<file path="config.mk">
export PLATFORM = sky130hd
export DESIGN_NAME = bus_arbiter
export DESIGN_NICKNAME = d
export VERILOG_FILES = /design/src/rtl/bus_pkg.sv /design/src/rtl/bus_mux2.sv /design/src/rtl/bus_arbiter.sv
export SDC_FILE = /design/constraint.sdc
export NUM_CORES = 1
export LEC_CHECK = 0
export CAP_MARGIN = 5
export CORE_ASPECT_RATIO = 0.7
export CORE_MARGIN = 1
export CORE_UTILIZATION = 17
export DETAILED_ROUTE_END_ITERATION = 8
export PLACE_DENSITY = 0.89
export SKIP_CTS_REPAIR_TIMING = 1
export SLEW_MARGIN = 40
export SYNTH_ARGS = -nofsm -noshare
export SYNTH_HDL_FRONTEND = slang
export SYNTH_HIERARCHICAL = 1
export SYNTH_SLANG_ARGS = --single-unit
</file>
<file path="constraint.sdc">
create_clock -name clk -period 1.45 [get_ports clk]
set_input_delay 0.29 -clock clk [delete_from_list [all_inputs] [get_ports clk]]
set_output_delay 0.29 -clock clk [all_outputs]
set_load 0.03 [all_outputs]
</file>
<file path="src/rtl/bus_pkg.sv">
// Shared bus definitions: arbiter state encoding, default widths and the
// slave address map that the downstream address decoder also uses.
package bus_pkg;

    localparam int ADDR_W_DEF = 16;
    localparam int DATA_W_DEF = 32;

    localparam logic [1:0] ST_IDLE = 2'd0;
    localparam logic [1:0] ST_M0   = 2'd1;
    localparam logic [1:0] ST_M1   = 2'd2;

    typedef enum logic [1:0] {
        IDLE     = ST_IDLE,
        M0_GRANT = ST_M0,
        M1_GRANT = ST_M1
    } arb_state_e;

    // Slave windows seen by the decoder that sits behind the arbiter.
    localparam logic [15:0] SLV0_BASE = 16'h0000;
    localparam logic [15:0] SLV0_LAST = 16'h3FFF;
    localparam logic [15:0] SLV1_BASE = 16'h4000;
    localparam logic [15:0] SLV1_LAST = 16'h7FFF;
    localparam logic [15:0] SLV2_BASE = 16'h8000;
    localparam logic [15:0] SLV2_LAST = 16'hFFFF;

endpackage

</file>
<file path="src/rtl/bus_mux2.sv">
// Combinational 2:1 bus mux of {req, wr, address, dout}; drives zero on every
// field when neither select is set so an idle bus never carries stale data.
module bus_mux2
    import bus_pkg::*;
#(
    parameter int ADDR_W = ADDR_W_DEF,
    parameter int DATA_W = DATA_W_DEF
) (
    input  logic              sel0_i,
    input  logic              sel1_i,
    input  logic              req0_i,
    input  logic              wr0_i,
    input  logic [ADDR_W-1:0] addr0_i,
    input  logic [DATA_W-1:0] dout0_i,
    input  logic              req1_i,
    input  logic              wr1_i,
    input  logic [ADDR_W-1:0] addr1_i,
    input  logic [DATA_W-1:0] dout1_i,
    output logic              req_o,
    output logic              wr_o,
    output logic [ADDR_W-1:0] addr_o,
    output logic [DATA_W-1:0] dout_o
);

    always_comb begin
        req_o  = 1'b0;
        wr_o   = 1'b0;
        addr_o = '0;
        dout_o = '0;
        if (sel0_i) begin
            req_o  = req0_i;
            wr_o   = wr0_i;
            addr_o = addr0_i;
            dout_o = dout0_i;
        end else if (sel1_i) begin
            req_o  = req1_i;
            wr_o   = wr1_i;
            addr_o = addr1_i;
            dout_o = dout1_i;
        end
    end

endmodule

</file>
<file path="src/rtl/bus_arbiter.sv">
// Two-master shared-bus arbiter with registered grants and a grant-driven bus mux.
// Define ARB_TENURE_EN to force hand-over after MAX_TENURE cycles when the other master waits.
module bus_arbiter
    import bus_pkg::*;
#(
    parameter int ADDR_W     = ADDR_W_DEF,
    parameter int DATA_W     = DATA_W_DEF,
    parameter int MAX_TENURE = 16
) (
    input  logic              clk,
    input  logic              reset,
    input  logic              m0_req,
    input  logic              m0_wr,
    input  logic [ADDR_W-1:0] m0_address,
    input  logic [DATA_W-1:0] m0_dout,
    input  logic              m1_req,
    input  logic              m1_wr,
    input  logic [ADDR_W-1:0] m1_address,
    input  logic [DATA_W-1:0] m1_dout,
    output logic              m0_grant,
    output logic              m1_grant,
    output logic              m_req,
    output logic              m_wr,
    output logic [ADDR_W-1:0] m_address,
    output logic [DATA_W-1:0] m_dout
);

    if (MAX_TENURE < 2 || MAX_TENURE > 255) begin : g_bad_tenure
        $error("bus_arbiter: MAX_TENURE must lie in 2..255");
    end

    arb_state_e state_q, state_d;
    logic       m0_grant_q, m1_grant_q;
    logic       tenure_up;

`ifdef ARB_TENURE_EN
    logic [7:0] tenure_q, tenure_d;

    assign tenure_up = (tenure_q == 8'(MAX_TENURE - 1));

    // Count only while ownership is unchanged; saturate at the limit so the
    // owner keeps the bus until the other master actually asks for it.
    always_comb begin
        tenure_d = 8'd0;
        if (state_q != IDLE && state_d == state_q)
            tenure_d = tenure_up ? tenure_q : tenure_q + 8'd1;
    end

    always_ff @(posedge clk) begin
        if (reset) tenure_q <= 8'd0;
        else       tenure_q <= tenure_d;
    end
`else
    assign tenure_up = 1'b0;
`endif

    always_comb begin
        state_d = state_q;
        unique case (state_q)
            IDLE: begin
                if (m0_req)      state_d = M0_GRANT;
                else if (m1_req) state_d = M1_GRANT;
            end
            M0_GRANT: begin
                if (m1_req && (!m0_req || tenure_up)) state_d = M1_GRANT;
                else if (!m0_req)                     state_d = IDLE;
            end
            M1_GRANT: begin
                if (m0_req && (!m1_req || tenure_up)) state_d = M0_GRANT;
                else if (!m1_req)                     state_d = IDLE;
            end
            default: state_d = IDLE;
        endcase
    end

    // Grants are registered alongside the state so they are glitch-free.
    always_ff @(posedge clk) begin
        if (reset) begin
            state_q    <= IDLE;
            m0_grant_q <= 1'b0;
            m1_grant_q <= 1'b0;
        end else begin
            state_q    <= state_d;
            m0_grant_q <= (state_d == M0_GRANT);
            m1_grant_q <= (state_d == M1_GRANT);
        end
    end

    assign m0_grant = m0_grant_q;
    assign m1_grant = m1_grant_q;

    bus_mux2 #(
        .ADDR_W (ADDR_W),
        .DATA_W (DATA_W)
    ) u_mux (
        .sel0_i  (m0_grant_q),
        .sel1_i  (m1_grant_q),
        .req0_i  (m0_req),
        .wr0_i   (m0_wr),
        .addr0_i (m0_address),
        .dout0_i (m0_dout),
        .req1_i  (m1_req),
        .wr1_i   (m1_wr),
        .addr1_i (m1_address),
        .dout1_i (m1_dout),
        .req_o   (m_req),
        .wr_o    (m_wr),
        .addr_o  (m_address),
        .dout_o  (m_dout)
    );

endmodule

</file>
==> results.yml, run 1 <==
grt:
  grt_max_degree: 43
  grt_pass1_wl_mm: 5.20
  grt_antenna_before_repair: 0
  grt-ovfl-total: 0
  grt_pass1_vias: 1194
  grt_util_all_layers_pct: 15.8
route:
  viasPerCell: 4.69
  drc: 0
  dr.pass1.iters: 3
  wl_mm: 4.02
  num_vias: 1305
  drtAntennaViolNets: 0
  wl_per_cell_um: 14.5
  drt_iter0_drc: 30
yosys:
  syn_nets: 178
  synth_seq_cells: 4
  yosys_warnings: 6
  synth_area_sq_um: 668
  ys_seq_area_share_pct: 12.0
  syn-instance-count: 76
  synth_cell_types: 12
  synth_area_per_cell_sq_um: 8.79
worst_hold_path:
  hold_end: "m1_grant$_SDFF_PP0_"
  whs_path_depth: 2
  hold_path.class: "flip-flop to flip-flop"
  hold_start: "state_q[0]$_SDFF_PP0_"
run_status:
  violations: "setup timing"
  status: "complete, but fails checks"
sta:
  skew_ns: 0.00161
  setup_slack_ns: -0.0992
  hold_violations: 0
  hold_ws_ns: 0.550
  period_needed_ns: 1.55
  fmax_mhz: 645
  period_share_pct: 107
  finalSetupTns_ns: -3.21
  max_slew_margin_pct: 78.4
  final-max-slew-violation-count: 0
  rsz0062_at_grt: "true"
  setup_viol: 48
  max_slew.worst_pin.slew_ns: 0.324
floorplanning:
  start_util_pct: 18.3
  dieArea_sq_um: 4190
  die_h_um: 54.5
  ios: 154
  core_area_sq_um: 3650
  rows: 18
  die_w_um: 76.9
placed_design:
  dp_hpwl_mm: 2.96
  portBuffers: 153
  gp_congestion: 0.714
  dp.cells: 274
  placed_area_sq_um: 2190
pwr:
  p_total_mw: 1.19
  leakagePower_nw: 1.04
  pwr-share-comb_pct: 70.4
  p_switching_mw: 0.408
  clkPwrFrac_pct: 19.2
  switching_share_pct: 34.1
  intPower_mw: 0.787
  powerDensity_nw_per_um2: 501
  vdd_drop_max_uv: 355
  p_seq_share_pct: 10.3
clocking:
  clk_pin_slew_ns: 0.03
  cts_inserted_buffers: 3
  cts_tree: "done"
  clock_path_buffers: 2
  clock_latency_ns: 0.22
  cts_max_level: 1
  clkSinkCount: 4
  cts_root_buf: "clkbuf_8"
critical_path:
  crit_arrival_ns: 1.26
  rrSetupSlack_ns: 0.56
  crit_path_end_kind: "output port"
  path_max_fanout: 34
  reg2reg_depth: 2
  reg2reg_from: "state_q[1]$_SDFF_PP0_"
  reg2reg_to: "m1_grant$_SDFF_PP0_"
  crit_type: "flip-flop to output port"
  required_ns: 1.16
  cp-start-kind: "flip-flop"
cells_and_area:
  multi_input_comb_area_sq_um: 564
  nets: 332
  area_growth_pct: 257
  layout-drive-gt1-share_pct: 44.3
  mostFrequentLayoutCell: "clkdlybuf4s50_1"
  nFillCells: 300
  regArea_sq_um: 85.1
  n_antenna_cell: 0
  fin_cells: 278
  layout_common_cells: "clkdlybuf4s50_1, a22o_2, buf_6, buf_4, a22o_1"
  postLayoutCellArea_sq_um: 2390
flow_run:
  drv_cap: 0
==> critical path, cell delays in order (launching register included) <==
cell     delay (ns)
dfxtp_4        0.36
nor2b_4        0.15
buf_12         0.20
a22o_2         0.16
buf_4          0.15
==> worst max path at each step <==
stage	to	slack, ns	startpoint
floorplan	m_address[13]	0.02	m0_grant$_SDFF_PP0_
global placement	m_dout[30]	0.04	m0_dout[30]
detailed placement	m_dout[15]	0.03	m0_dout[15]
CTS	m_address[1]	-0.12	m1_grant$_SDFF_PP0_
global route	m_dout[6]	-0.14	m0_grant$_SDFF_PP0_
finish	m_dout[30]	-0.1	m0_grant$_SDFF_PP0_
==> per-stage QoR <==
stage | utilization (%) | worst slack, ns
5_1_grt | 65.4 | -0.144
2_1_floorplan | - | 0.0218
3_5_place_dp | 60.0 | 0.0340
3_3_place_gp | 60.0 | 0.0407
4_1_cts | 61.1 | -0.115
6_report | 65.4 | -0.0992
==> cell usage after synthesis <==
library cell / n / area share [%]
a22o_1: 48 / 63
buf_2: 4 / 3.0
buf_6: 4 / 6.7
dfxtp_1: 4 / 12
nand2_1: 4 / 2.2
clkbuf_1: 3 / 1.7
and3b_1: 2 / 2.6
nor3b_1: 2 / 2.2
o21ai_1: 2 / 1.5
mux2_4: 1 / 2.2
nor2b_4: 1 / 2.1
o21ai_0: 1 / 0.75
==> cell type report <==
| type | count | share of cell area, % |
|---|---|---|
| clock buffer | 3 | 1.73 |
| multi-input combinational | 61 | 23.6 |
| sequential | 4 | 3.56 |
| tap | 50 | 2.62 |
| timing repair buffer | 160 | 68.4 |
==> power groups by stage <==
stage / Combinational (mW) / Sequential, mW / Clock (mW)
finish: 0.842 / 0.124 / 0.230
global route: 0.884 / 0.125 / 0.249
CTS: 0.786 / 0.123 / 0.238
detailed placement: 0.783 / 0.125 / 0
global placement: 0.777 / 0.125 / 0
floorplan: 0.340 / 0.128 / 0
==> kinds of logic (layout without fill, tap and decap cells) <==
group / Yosys count / in the layout / share of synthesized area [%]
AND/OR/NAND/NOR: 9 / 9 / 9.17
AO/OA/AOI/OAI: 51 / 51 / 65.2
flip-flops: 4 / 4 / 12.0
multiplexers: 1 / 1 / 2.25
buffers and inverters: 11 / 163 / 11.4
==> registers in the layout, summed over array words and instances, names as in the netlist <==
register and cells:
m1_grant 1, m0_grant 1, state_q 2
==> routing by layer <==
metal  global-route usage [%]  share of wire, %  wire (um)
met1                     18.7                41       1640
met2                     28.9                50       2010
met3                     3.50               8.5        341
met4                     5.77              0.82         33
met5                        0                 0          0
No activity file was read; power rests on OpenSTA's default activity.
==> inputs of run 2 (changes only) <==
--- a/config.mk
+++ b/config.mk
@@ -12,7 +12,7 @@
 export DETAILED_ROUTE_END_ITERATION = 8
 export PLACE_DENSITY = 0.89
 export SKIP_CTS_REPAIR_TIMING = 1
-export SLEW_MARGIN = 40
+export SLEW_MARGIN = 20
 export SYNTH_ARGS = -nofsm -noshare
 export SYNTH_HDL_FRONTEND = slang
 export SYNTH_HIERARCHICAL = 1
==> results of run 2 <==
The final DEF is identical to that of run 1; final timing and power are the same.
==> RTL edit: new RTL, settings of run 2 <==
The package constant `ADDR_W_DEF` goes from 16 to 18.
--- a/src/rtl/bus_pkg.sv
+++ b/src/rtl/bus_pkg.sv
@@ -3,5 +3,5 @@
 package bus_pkg;
 
-    localparam int ADDR_W_DEF = 16;
+    localparam int ADDR_W_DEF = 18;
     localparam int DATA_W_DEF = 32;
 
Interface: changed (resized m0_address, m1_address and m_address); port bits go from 154 to 160. The function was not compared with the original's and may differ.
==> RTL edit against run 2 <==
The flow still finishes with violations (negative setup slack); worst setup slack worse by 0.0097 ns; clock power is 2% lower; area after synthesis rose by 13%; die area grew 13%; largest power group unchanged; clock skew increased by 0.0020 ns; critical endpoint is now m_dout[10]; critical path type unchanged; global-route usage fell by 1.2 points; routed wire length fell by 1.3%; final area rose by 1.9%; power increased by 0.88%; sequential cell count did not move; highest routed layer is now met3; synthesized cell count grew 3.9%.
==> RTL edit: results (changes against run 2) <==
[detailed_routing]
drt-pass1-iter-count = 4  ; +1
drt-initial-drc-count = 33  ; +10%
vias = 1300  ; -0.38%

[setup_path]
critPathMaxStageDelay_ns = 0.34  ; -0.02 ns
crit_path_top_delay_cell = dfxtp_2

[global_route]
grt_pass1_wl_um = 5490  ; +5.4%
gr-usage-all-layers = 0.146  ; -0.0122
met2_usage = 0.280  ; -0.00888
use_met1 = 0.167  ; -0.0203
globalRouteMet3Util = 0.0346  ; -0.000354
grt_max_degree = 37  ; -14%

[yosys]
synthTopCellsByCount = a22o_1 (50), buf_12 (5), dfxtp_1 (4), nand2_1 (4), clkbuf_1 (3)
synth.net_count = 185  ; +3.9%
synth.area.top_cells = a22o_1 (58%), buf_12 (13%), dfxtp_1 (11%), and3b_1 (2.3%), buf_8 (2.0%)
synth_cell_types = 14  ; +2

[status]
status = finished, violations left
violations = negative setup slack

[cts]
cts_max_path_buffers = 2  ; unchanged

[timing]
finalSetupViolCount = 51  ; +6.3%
finalSetupTns_ns = -4.00  ; -0.786 ns
worst_slack_ns = -0.109  ; -0.00970 ns
finalClockSkew_ns = 0.00363  ; +0.00202 ns
worstMarginPinSlew_ns = 0.303  ; -0.0207 ns

[pwr]
p_switching_mw = 0.409  ; +0.33%
vdd_drop_max_uv = 592  ; +67%

[placed_design]
globalplace.congestion = 0.752  ; +5.4%
portBuffers = 159  ; +3.9%
dp_hpwl_um = 3190  ; +7.7%

[final_layout]
drive_gt1_frac = 0.496  ; +0.0528
fillers = 379  ; +26%

==> RTL edit: changes by cell type in the layout (fill, tap and decap cells not counted), moves of 5 or more <==
cell / before / now
clkdlybuf4s50_1: 101 / 106
buf_6: 32 / 27
a22o_2: 35 / 50
a22o_1: 12 / 0
buf_4: 22 / 30
==> RTL edit: per-layer routing <==
| metal | part of all wire | vias to the layer above |
|---|---|---|
| li1 | - | 648 |
| met1 | 0.38 | 570 |
| met2 | 0.50 | 82 |
| met3 | 0.11 | 0 |
| met4 | 0 | 0 |
| met5 | 0 | - |
==> RTL edit: cell type report <==
cell class	count	area, µm²	area share
flip-flops and latches	4	85.1	0.0350
clock buffers	3	41.3	0.0170
well taps	52	65.1	0.0267
multi-input cells	63	592	0.243
repair buffers	166	1650	0.678
==> RTL edit: worst paths after layout <==
kind	depth (start not counted)	slack, ns	endpoint	start
setup / recovery	4	-0.11	m_dout[10]	m1_grant$_SDFF_PP0_
hold / removal	2	0.56	m1_grant$_SDFF_PP0_	state_q[0]$_SDFF_PP0_
setup reg to reg	2	0.51	state_q[1]$_SDFF_PP0_	state_q[1]$_SDFF_PP0_
hold reg to reg	2	0.56	m1_grant$_SDFF_PP0_	state_q[0]$_SDFF_PP0_
==> RTL edit: worst max-delay path: cells and delay by family, from the launching register on <==
kind | cells | cell delay, ns
AOI/OAI and AO/OA | 1 | 0.17
buffers and inverters | 2 | 0.35
DFF | 1 | 0.34
and+or+nand+nor | 1 | 0.18
==> RTL edit: stage by stage <==
step | hold slack, ns | worst slack [ns] | instance area (µm²) | cells
finish | 0.557 | -0.109 | 2430 | 288
global route | 0.604 | -0.157 | 2430 | 288
CTS | 0.550 | -0.112 | 2320 | 288
detailed placement | 0.551 | 0.0141 | 2280 | 285
global placement | 0.532 | 0.0217 | 2280 | 285
floorplan | 0.358 | 0.0170 | 822 | 79
==> RTL edit: logic make-up after synthesis <==
kind of cell / synth area share
DFF: 0.106
and+or+nand+nor: 0.0810
muxes: 0.0198
AOI/OAI and AO/OA: 0.598
buffers and inverters: 0.195
==> RTL edit: power groups by stage <==
stage / Clock (mW) / Sequential, mW / Combinational (mW)
floorplan: 0 / 0.128 / 0.378
global placement: 0 / 0.124 / 0.805
detailed placement: 0 / 0.125 / 0.813
CTS: 0.231 / 0.123 / 0.815
global route: 0.245 / 0.125 / 0.899
finish: 0.226 / 0.123 / 0.856
